File: src/rtl/calc_pkg.sv
// Shared constants and types for the BCD calculator controller.
package calc_pkg;

  localparam int NDIG_DEF = 4;

  localparam logic [2:0] S_A    = 3'd0;
  localparam logic [2:0] S_OP   = 3'd1;
  localparam logic [2:0] S_B    = 3'd2;
  localparam logic [2:0] S_CALC = 3'd3;
  localparam logic [2:0] S_RES  = 3'd4;

  // Codes as produced by the keypad interface.
  localparam logic [1:0] OP_PLUS  = 2'd1;
  localparam logic [1:0] OP_MINUS = 2'd2;

  typedef struct packed {
    logic       dig;
    logic       op;
    logic       eq;
    logic [3:0] num;
    logic [1:0] opc;
  } key_evt_t;

endpackage

File: src/rtl/bcd_digit_addsub.sv
// One BCD digit of add (carry) or subtract (borrow); purely combinational.
module bcd_digit_addsub (
  input  logic [3:0] a,
  input  logic [3:0] b,
  input  logic       sub,
  input  logic       cin,
  output logic [3:0] s,
  output logic       cout
);

  logic [4:0] sum;
  logic [4:0] bb;
  logic [4:0] diff;

  always_comb begin
    sum  = {1'b0, a} + {1'b0, b} + {4'b0, cin};
    bb   = {1'b0, b} + {4'b0, cin};
    // Always borrow ten up front so diff never goes negative.
    diff = {1'b0, a} + 5'd10 - bb;
    s    = '0;
    cout = 1'b0;
    if (sub) begin
      cout = ({1'b0, a} < bb);
      s    = cout ? diff[3:0] : 4'(diff - 5'd10);
    end else begin
      cout = (sum > 5'd9);
      s    = cout ? 4'(sum - 5'd10) : sum[3:0];
    end
  end

endmodule

File: src/rtl/calc_ctrl.sv
// Two-operand BCD calculator: builds A and B from key events, then adds or
// subtracts them one digit per cycle and presents the result for display.
module calc_ctrl
  import calc_pkg::*;
#(
  parameter int NDIG = NDIG_DEF
) (
  input  logic              clk,
  input  logic              reset,
  input  logic              btn_press,
  input  logic              is_number,
  input  logic              is_op,
  input  logic              is_eq,
  input  logic [3:0]        num_val,
  input  logic [1:0]        op_val,
  output logic [4*NDIG-1:0] disp_bcd,
  output logic              disp_neg,
  output logic              overflow,
  output logic              busy
);

  localparam int CW = $clog2(NDIG + 1);
  localparam int IW = (NDIG > 1) ? $clog2(NDIG) : 1;
  localparam logic [CW-1:0] ONE  = CW'(1);
  localparam logic [CW-1:0] FULL = CW'(NDIG);

  typedef logic [NDIG-1:0][3:0] bcd_t;

  logic [2:0]    state;
  logic          btn_q;
  bcd_t          a_r, b_r, r_r, x_r, y_r;
  logic [CW-1:0] cnt_a, cnt_b, cc;
  logic [1:0]    op;
  logic          carry, neg, ovf;
  logic          evt;
  key_evt_t      key;
  logic [IW-1:0] dig_idx;
  logic [3:0]    d_sum;
  logic          d_cout;

  function automatic bcd_t shift_in(input bcd_t v, input logic [3:0] d);
    bcd_t t;
    t    = v << 4;
    t[0] = d;
    return t;
  endfunction

  function automatic bcd_t one_digit(input logic [3:0] d);
    bcd_t t;
    t    = '0;
    t[0] = d;
    return t;
  endfunction

  function automatic logic [CW-1:0] sig_digits(input bcd_t v);
    logic [CW-1:0] n;
    n = '0;
    for (int i = 0; i < NDIG; i++)
      if (v[i] != 4'd0) n = CW'(i + 1);
    return n;
  endfunction

  assign evt = btn_press & ~btn_q;

  always_comb begin
    key.dig = evt & is_number & (num_val <= 4'd9);
    key.op  = evt & is_op & ((op_val == OP_PLUS) || (op_val == OP_MINUS));
    key.eq  = evt & is_eq;
    key.num = num_val;
    key.opc = op_val;
  end

  // cc==0 is the operand-ordering cycle; cc=1..NDIG work on digit cc-1.
  assign dig_idx = IW'(cc - ONE);

  bcd_digit_addsub u_dig (
    .a    (x_r[dig_idx]),
    .b    (y_r[dig_idx]),
    .sub  (op == OP_MINUS),
    .cin  (carry),
    .s    (d_sum),
    .cout (d_cout)
  );

  always_ff @(posedge clk) begin
    if (!reset) begin
      state <= S_A;
      btn_q <= 1'b0;
      a_r   <= '0;
      b_r   <= '0;
      r_r   <= '0;
      x_r   <= '0;
      y_r   <= '0;
      cnt_a <= '0;
      cnt_b <= '0;
      cc    <= '0;
      op    <= '0;
      carry <= 1'b0;
      neg   <= 1'b0;
      ovf   <= 1'b0;
    end else begin
      btn_q <= btn_press;
      case (state)
        S_A: begin
          if (key.dig) begin
            if (cnt_a < FULL && !(a_r == '0 && key.num == 4'd0)) begin
              a_r   <= shift_in(a_r, key.num);
              cnt_a <= cnt_a + ONE;
            end
          end else if (key.op) begin
            op    <= key.opc;
            state <= S_OP;
          end
        end
        S_OP: begin
          if (key.dig) begin
            b_r   <= one_digit(key.num);
            cnt_b <= (key.num != 4'd0) ? ONE : '0;
            state <= S_B;
          end else if (key.op) begin
            op <= key.opc;
          end
        end
        S_B: begin
          if (key.dig) begin
            if (cnt_b < FULL && !(b_r == '0 && key.num == 4'd0)) begin
              b_r   <= shift_in(b_r, key.num);
              cnt_b <= cnt_b + ONE;
            end
          end else if (key.eq) begin
            cc    <= '0;
            state <= S_CALC;
          end
        end
        S_CALC: begin
          if (cc == '0) begin
            // Subtract the smaller magnitude from the larger; sign kept apart.
            if (op == OP_MINUS && a_r < b_r) begin
              x_r <= b_r;
              y_r <= a_r;
              neg <= 1'b1;
            end else begin
              x_r <= a_r;
              y_r <= b_r;
              neg <= 1'b0;
            end
            carry <= 1'b0;
            cc    <= cc + ONE;
          end else begin
            r_r[dig_idx] <= d_sum;
            carry        <= d_cout;
            if (cc == FULL) begin
              ovf   <= (op == OP_PLUS) & d_cout;
              state <= S_RES;
            end else begin
              cc <= cc + ONE;
            end
          end
        end
        S_RES: begin
          if (key.dig) begin
            a_r   <= one_digit(key.num);
            cnt_a <= (key.num != 4'd0) ? ONE : '0;
            b_r   <= '0;
            r_r   <= '0;
            x_r   <= '0;
            y_r   <= '0;
            cnt_b <= '0;
            op    <= '0;
            neg   <= 1'b0;
            ovf   <= 1'b0;
            state <= S_A;
          end else if (key.op && !neg && !ovf) begin
            a_r   <= r_r;
            cnt_a <= sig_digits(r_r);
            b_r   <= '0;
            cnt_b <= '0;
            op    <= key.opc;
            state <= S_OP;
          end
        end
        default: state <= S_A;
      endcase
    end
  end

  // Registered display mux: reflects the state one edge after it changes.
  always_ff @(posedge clk) begin
    if (!reset) begin
      disp_bcd <= '0;
      disp_neg <= 1'b0;
      overflow <= 1'b0;
      busy     <= 1'b0;
    end else begin
      case (state)
        S_A, S_OP:   disp_bcd <= a_r;
        S_B, S_CALC: disp_bcd <= b_r;
        default:     disp_bcd <= r_r;
      endcase
      disp_neg <= (state == S_RES) & neg;
      overflow <= ovf;
      busy     <= (state == S_CALC);
    end
  end

endmodule

File: config.mk
export PLATFORM = sky130hd
export DESIGN_NAME = calc_ctrl
export DESIGN_NICKNAME = d
export VERILOG_FILES = /design/src/rtl/calc_pkg.sv /design/src/rtl/bcd_digit_addsub.sv /design/src/rtl/calc_ctrl.sv
export SDC_FILE = /design/constraint.sdc
export NUM_CORES = 1
export LEC_CHECK = 0
export BUFFER_PORTS_ARGS = -buffer_cell sky130_fd_sc_hd__buf_2
export CAP_MARGIN = 10
export CORE_AREA = 5 5 150 116
export CTS_CLUSTER_DIAMETER = 120
export DETAILED_ROUTE_END_ITERATION = 7
export DIE_AREA = 0 0 155 121
export PLACE_DENSITY = 0.65
export SETUP_SLACK_MARGIN = 0.5
export SLEW_MARGIN = 15
export SYNTH_ARGS = -nofsm -noshare
export SYNTH_HDL_FRONTEND = slang
export SYNTH_HIERARCHICAL = 1
export SYNTH_SLANG_ARGS = --single-unit
File: constraint.sdc
create_clock -name clk -period 4.5 [get_ports clk]
set_input_delay 1.35 -clock clk [delete_from_list [all_inputs] [get_ports clk]]
set_output_delay 1.35 -clock clk [all_outputs]
set_load 0.01 [all_outputs]
# --- After elaboration in Yosys (flattened, before gate mapping) ---
# Cells that the tools add are included.
word_totals:
  ff_bits: 117
  input_bits: 12
  output_inout_bits: 19
  word_cells: 201
classes:
  n_addsub: 11
  order_cmp: 8
  eq_ne: 26
  n_mux: 76
  n_bitwise: 9
  reduce_logical: 38
op_table:
  columns: ["operator", "n"]
  rows:
  - ["$mux 16", 15]
  - ["$pmux 16 s2", 5]
  - ["$mux 3", 25]
  - ["$pmux 16 s3", 1]
  - ["$logic_not 16->1", 2]
  - ["$ne 2x2->1 const B", 14]
  - ["$mux 4", 6]
  - ["$reduce_bool 4->1", 5]
  - ["$bmux 4 s2", 2]
  - ["$bwmux 16", 1]
  - ["$lt 16x16->1", 1]
  - ["$reduce_and 4->1", 4]
  - ["$pmux 3 s5", 1]
  - ["$pmux 3 s2", 2]
  - ["$add 3x1->3 const B", 3]
  - ["$mux 1", 9]
  - ["$pmux 3 s3", 1]
  - ["$and 1x1->1", 8]
  - ["$demux 4 s2", 1]
  - ["$logic_and 1x1->1", 8]
  - ["$mux 2", 4]
  - ["$reduce_and 8->1", 1]
  - ["$reduce_bool 2->1", 4]
  - ["$sub 4x4->4 const B", 2]
  - ["30 further kinds", 43]

# --- Longest topological paths before layout ---
logic_depth:
  word_depth: 11
  depth_mapped: 18
  depth_no_buf: 16

# --- By module ---
# Netlist, hierarchy kept.
modules_own_cells:
  columns: ["mod", "n_inst", "cells_each", "area_each_um2", "seq_area_each_um2"]
  rows:
  - ["calc_ctrl", 1, 705, 6384.9, 2342.2]
  - ["bcd_digit_addsub", 1, 71, 594.3, 0.0]

# --- Worst setup path after synthesis ---
# OpenSTA, ideal clock, no wires.
synth_path:
  kind: "register to register"
  from: "register cc[0]"
  to: "register r_r[2] (netlist name)"
  setup_ps: 128
  arrival_time_ps: 4290
  required_ps: 4372
  slack_ps: 82
  path_stages_with_launch: 18
  path_buffers: 2
  period_less_slack_ps: 4418
  path_cell_list: "dfxtp_1 -> buf_1 -> inv_1 -> ha_1 -> clkbuf_1 -> mux4_2 -> ha_1 -> ha_1 -> ha_1 -> inv_1 -> ha_1 -> inv_1 -> fa_1 -> ha_1 -> mux2i_1 -> a211o_1 -> a22oi_1 -> nor2_1"
synth_via:
  elab_chain_len: 11
  word_cells_on_any_way: 28
  classes_between: "add/sub: 8; order compare: 4; eq/ne: 1; mux: 12; reduce/logical: 3"
synth_rtl:
  columns: ["item", "line_no", "text"]
  rows:
  - ["from (decl)", "calc_ctrl.sv:32", "logic [CW-1:0] cnt_a, cnt_b, cc;"]
  - ["from (signal assigned)", "calc_ctrl.sv:148", "cc <= cc + ONE;"]
  - ["from (signal assigned)", "calc_ctrl.sv:156", "cc <= cc + ONE;"]
  - ["$sub 2x1->2 (*)", "calc_ctrl.sv:74", "assign dig_idx = IW'(cc - ONE);"]
  - ["$bmux 4 s2 (on tied branches)", "calc_ctrl.sv:77, calc_ctrl.sv:78", null]
  - ["$mux 4 (on tied branches)", "calc_ctrl.sv:77, calc_ctrl.sv:78", null]
  - ["$add 4x4->5 (tied with other cells)", "bcd_digit_addsub.sv:16", "sum = {1'b0, a} + {1'b0, b} + {4'b0, cin};"]
  - ["$add 5x1->5 or $sub 4x4->4 (tied branches)", "bcd_digit_addsub.sv:16, bcd_digit_addsub.sv:19", null]
  - ["$sub 4x4->4 (tied with other cells)", "bcd_digit_addsub.sv:27", "s = cout ? 4'(sum - 5'd10) : sum[3:0];"]
  - ["$mux 4 (on tied branches)", "bcd_digit_addsub.sv:27, bcd_digit_addsub.sv:24", null]
  - ["$mux 4 (*)", "bcd_digit_addsub.sv:22", "if (sub) begin"]
  - ["named net d_sum[2]", "calc_ctrl.sv:38", "logic [3:0] d_sum;"]
  - ["$bwmux 16 (*)", "calc_ctrl.sv:150", "r_r[dig_idx] <= d_sum;"]
  - ["$mux 16 (*)", "calc_ctrl.sv:136", "if (cc == '0) begin"]
  - ["$pmux 16 s2 (*)", "calc_ctrl.sv:103", "case (state)"]
  - ["to (signal, indexed assignment)", "calc_ctrl.sv:150", null]
  - ["to (decl)", "calc_ctrl.sv:31", "bcd_t a_r, b_r, r_r, x_r, y_r;"]
# Mark *: on every way through the listed nets, which the timed path passes. The rest lies on a longest branch. The select of a mux whose other input is x is not followed.
# A chain may end at the register's enable or synchronous reset.

# --- Final worst setup path ---
layout_path:
  from: "register cc[1]"
  to: "register r_r[10] (netlist name)"
# Same word-level chain as after synthesis.

==> results summary <==
The floorplan row count came out at 40. The number of instances in the synthesized netlist is 776. Clock tree synthesis selected as its root buffer the cell sky130_fd_sc_hd__clkbuf_16. Tracing the worst setup path back leads to its startpoint at cc[1].

The clock slew at the register clock pins of the worst setup and hold paths came out at 0.06 ns. The overall global routing resource usage came out at 23.0%. The type of origin of the critical path is a flip-flop. The width of the chip came out at 155 µm.

After synthesis, the largest family of logic cells by area is compound AO/OA/AOI/OAI gates. The worst path uses 84.2% of the clock period. The area of the core came out at 15,800 µm². Once detailed placement completed, the half-perimeter wirelength came to 15,100 µm.

Setup total negative slack on the finished layout was measured at 0 ns. The power per cell area came out at 348 nW/µm². The number of buffers added by the clock tree synthesis step is 17. The number of nets in the finished design is 831. The net count after synthesis came out at 826.

Before antenna repair, the detailed router went through 6 iterations. In the final routed layout, each cell accounts on average for 21.3 µm. The startpoint identified for the worst register-to-register timing path is cc[1]. The clock passes through at most 2 buffers.

In this run the worst setup path terminates at r_r[10]. The number of hold violations in the final report is 0. The worst min-delay path startpoint is x_r[12].

The count of clock tree sinks came out at 117. The routed wire length came out at 21,400 µm. TritonCTS built the clock tree. The die footprint is 18,800 µm².

The top achievable clock speed is 264 MHz. The number of flops mapped to enable cells by yosys came out at 0. The number of cells traversed by the worst register-to-register path is 15. The XOR/XNOR share of the synthesized area came out at 1.11%. Once detail routing completed, the nets flagged for antenna violations numbered 0. The largest fanout on the critical path is 4. The kind of critical path is flip-flop to flip-flop.

The maximum number of pins on one net before global-route repair came out at 57. The mapped cell area is 6980 µm². The number of inserted diodes came out at 0. The shortest clock period the worst path allows after layout is 3.79 ns. The DRC violation total after the first TritonRoute iteration is 750. The number of antenna violations at the first check in global routing was 0.

The largest vdd supply drop is 0.269 mV. The synthesized-area fraction occupied by ao, oa, aoi and oai cells is 22.4%. The post-route standard cell area excluding fillers is 7810 µm². The fraction of layout instances using a drive strength above 1 is 17.0%.

In the synthesized netlist, mux cells make up 8.05% of the area. The via count of the first global-routing pass came out at 6,280. The DRC violations left came out at 0. The leakage power of the design came out at 0.00296 µW.

The signal on the critical path passes through inv_1 > ha_4 > mux4_2 > ha_1 > ha_1 > ha_1 > inv_1 > ha_1 > inv_1 > fa_1 > ha_1 > mux2i_1 > a211o_1 > a22oi_1 > nor2_1. The number of max-slew violations in the final report came out at 0. The ratio of routed vias to standard cells came out at 6.47. Global routing finished with a remaining overflow of 0.

The die boundary height is 121 µm. The worst setup path is captured at a flip-flop. The share of synthesized registers carrying an async set or reset is 0%.

The dominant synthesized flop cell is sky130_fd_sc_hd__dfxtp_1. The number of endpoints failing setup at the final stage came out at 0. The flow ran to the end, and the final reports show no timing, DRC or antenna violations.

The worst hold path class is flip-flop to flip-flop. The count of state elements after synthesis came out at 117. sky130_fd_sc_hd__dfxtp_1 takes more of the synthesized area than any other cell.

The global-route wire length before repair is 34,400 µm. Of the total synthesized cell area, the portion taken by full adders, half adders and majority gates is 7.14%. The delay of the slowest critical-path stage is 0.43 ns.

The weighted congestion reported at the end of routability-driven placement came out at 0.929. The average footprint of a synthesized cell is 8.99 µm². The required time reported for the critical path endpoint is 4.78 ns. Setup repair after global routing left no endpoint under its margin. The headroom to the max-slew limit is 22.4%. The sequential-to-total area share from yosys stat is 33.6%. The number of H-tree branching levels came out at 4. The post-synthesis to final-layout area growth came out at 12.0%. The number of warnings issued by yosys is 6. The largest individual stage delay along the critical path comes from the cell sky130_fd_sc_hd__fa_1. The endpoint identified for the worst register-to-register timing path is r_r[10]. The area share of the largest cell type after synthesis came out at 33.6%. The effective utilization at floorplan is 44.3%. The number of distinct library cells after synthesis came out at 84.

The slew at the pin with the worst max-slew slack came out at 1.16 ns. Max-cap violations in this run came to 0. The routed layout has 6,497 vias. The endpoint arrival time on the critical path is 4.07 ns. For flop-to-flop paths, the worst setup slack is 0.71 ns. Yosys attributes the largest share of cell area to sky130_fd_sc_hd__dfxtp_1, sky130_fd_sc_hd__ha_1, sky130_fd_sc_hd__mux2i_1.

The simple-gate share of the synthesized area came out at 21.2%. Clock latency on the worst-skew pair, taken at its later pin, is 0.42 ns. The final worst clock skew came out at 0.0119 ns. The critical path's most frequent cell is sky130_fd_sc_hd__ha_1. During I/O placement, the number of pins put on the boundary was 31. The count of buffers inserted at the top-level ports is 30. Summing all placed instances gives a cell area of 7180 µm².
==> how the worst min path moves through the flow <==
stage	end	slack, ns	cells after the start
after global routing	x_r[12]	0.49	2
after global placement	x_r[12]	0.45	2
after CTS	x_r[12]	0.46	2
after floorplan	x_r[12]	0.42	2
after detailed placement	x_r[12]	0.44	2
final	x_r[12]	0.46	2
==> worst max-delay path: cells and delay by family, from the launching register on <==
| family | cells | cell delay, ns |
|---|---|---|
| fa+ha+maj | 7 | 2.10 |
| compound gates | 2 | 0.51 |
| mux | 2 | 0.40 |
| flops | 1 | 0.35 |
| buf+inv | 3 | 0.21 |
| simple gates | 1 | 0.06 |
==> cell usage in the layout (no fill, tap or decap), types with 16 or more instances in the layout <==
cell type                   count
sky130_fd_sc_hd__a211oi_1      30
sky130_fd_sc_hd__nand2_1       63
sky130_fd_sc_hd__inv_1         34
sky130_fd_sc_hd__buf_2         30
sky130_fd_sc_hd__nand3_1       36
sky130_fd_sc_hd__nor3_1        20
sky130_fd_sc_hd__ha_1          34
sky130_fd_sc_hd__o211ai_2      16
sky130_fd_sc_hd__clkbuf_16     17
sky130_fd_sc_hd__a22oi_1       30
sky130_fd_sc_hd__mux2i_1       37
sky130_fd_sc_hd__o21ai_0       22
sky130_fd_sc_hd__nand4_1       25
sky130_fd_sc_hd__nor2_1        60
sky130_fd_sc_hd__dfxtp_1      117
==> routing by layer <==
| metal | vias up | routed length, µm | global-route usage [%] |
|---|---|---|---|
| li1 | 2925 | - | - |
| met1 | 3110 | 9280 | 31.8 |
| met2 | 388 | 9240 | 34.5 |
| met3 | 74 | 2230 | 5.67 |
| met4 | 0 | 653 | 8.66 |
| met5 | - | 0 | 0 |
==> flip-flops by register name (all words and copies together) (netlist names) <==
register	count
cnt_a	3
op	2
b_r	16
cnt_b	3
ovf	1
x_r	16
neg	1
overflow	1
y_r	16
r_r	16
busy	1
carry	1
btn_q	1
a_r	16
cc	3
disp_neg	1
disp_bcd	16
state	3
==> power breakdown <==
group | leakage (µW) | total, µW | switching (µW) | internal (µW)
clock | 0.000279 | 1380 | 553 | 829
combinational | 0.00173 | 252 | 167 | 84.6
sequential | 0.000945 | 1080 | 29.6 | 1050
total | 0.00296 | 2720 | 750 | 1970
==> final cells by class <==
type	instances	area (µm²)
tap	210	263
inverter	35	131
fill	1445	7950
multi-input combinational	564	4210
clock inverter	15	171
clock buffer	17	425
sequential	117	2340
timing repair buffer	46	274
==> stage by stage <==
step / std cells / setup slack (ns) / util, % / hold slack (ns) / power [µW]
CTS: 1002 / 0.613 / 49.4 / 0.458 / 2710
finish: 1004 / 0.711 / 49.6 / 0.455 / 2720
floorplan: 776 / 0.557 / - / 0.421 / 1280
detailed placement: 970 / 0.364 / 45.5 / 0.444 / 1350
global placement: 970 / 0.589 / 45.5 / 0.449 / 1340
global route: 1004 / 0.516 / 49.6 / 0.489 / 2790
==> timing repair <==
action	4_1_cts	5_1_grt
pin swaps	0	2
resized for setup	2	2
hold buffers	0	0
endpoints found under the setup margin	8	8
setup buffers	0	2
==> logic make-up (layout without fill, tap and decap cells) <==
logic type               count (synthesis)  count (layout)
AO/OA/AOI/OAI                          198             198
XOR/XNOR                                 8               8
adder cells (fa/ha/maj)                 38              38
buffers and inverters                   95             113
flip-flops                             117             117
multiplexers                            46              46
AND/OR/NAND/NOR                        274             274
==> cells in the mapped netlist, drive strengths merged (26+ instances only) <==
cell type / count
nand4: 26
o21ai: 33
mux2i: 37
nor2: 63
o211ai: 30
dfxtp: 117
nand2: 64
clkbuf: 27
ha: 35
a22oi: 31
inv: 35
a211oi: 30
nand3: 36
buf: 33
No activity file was read; power rests on OpenSTA's default activity.
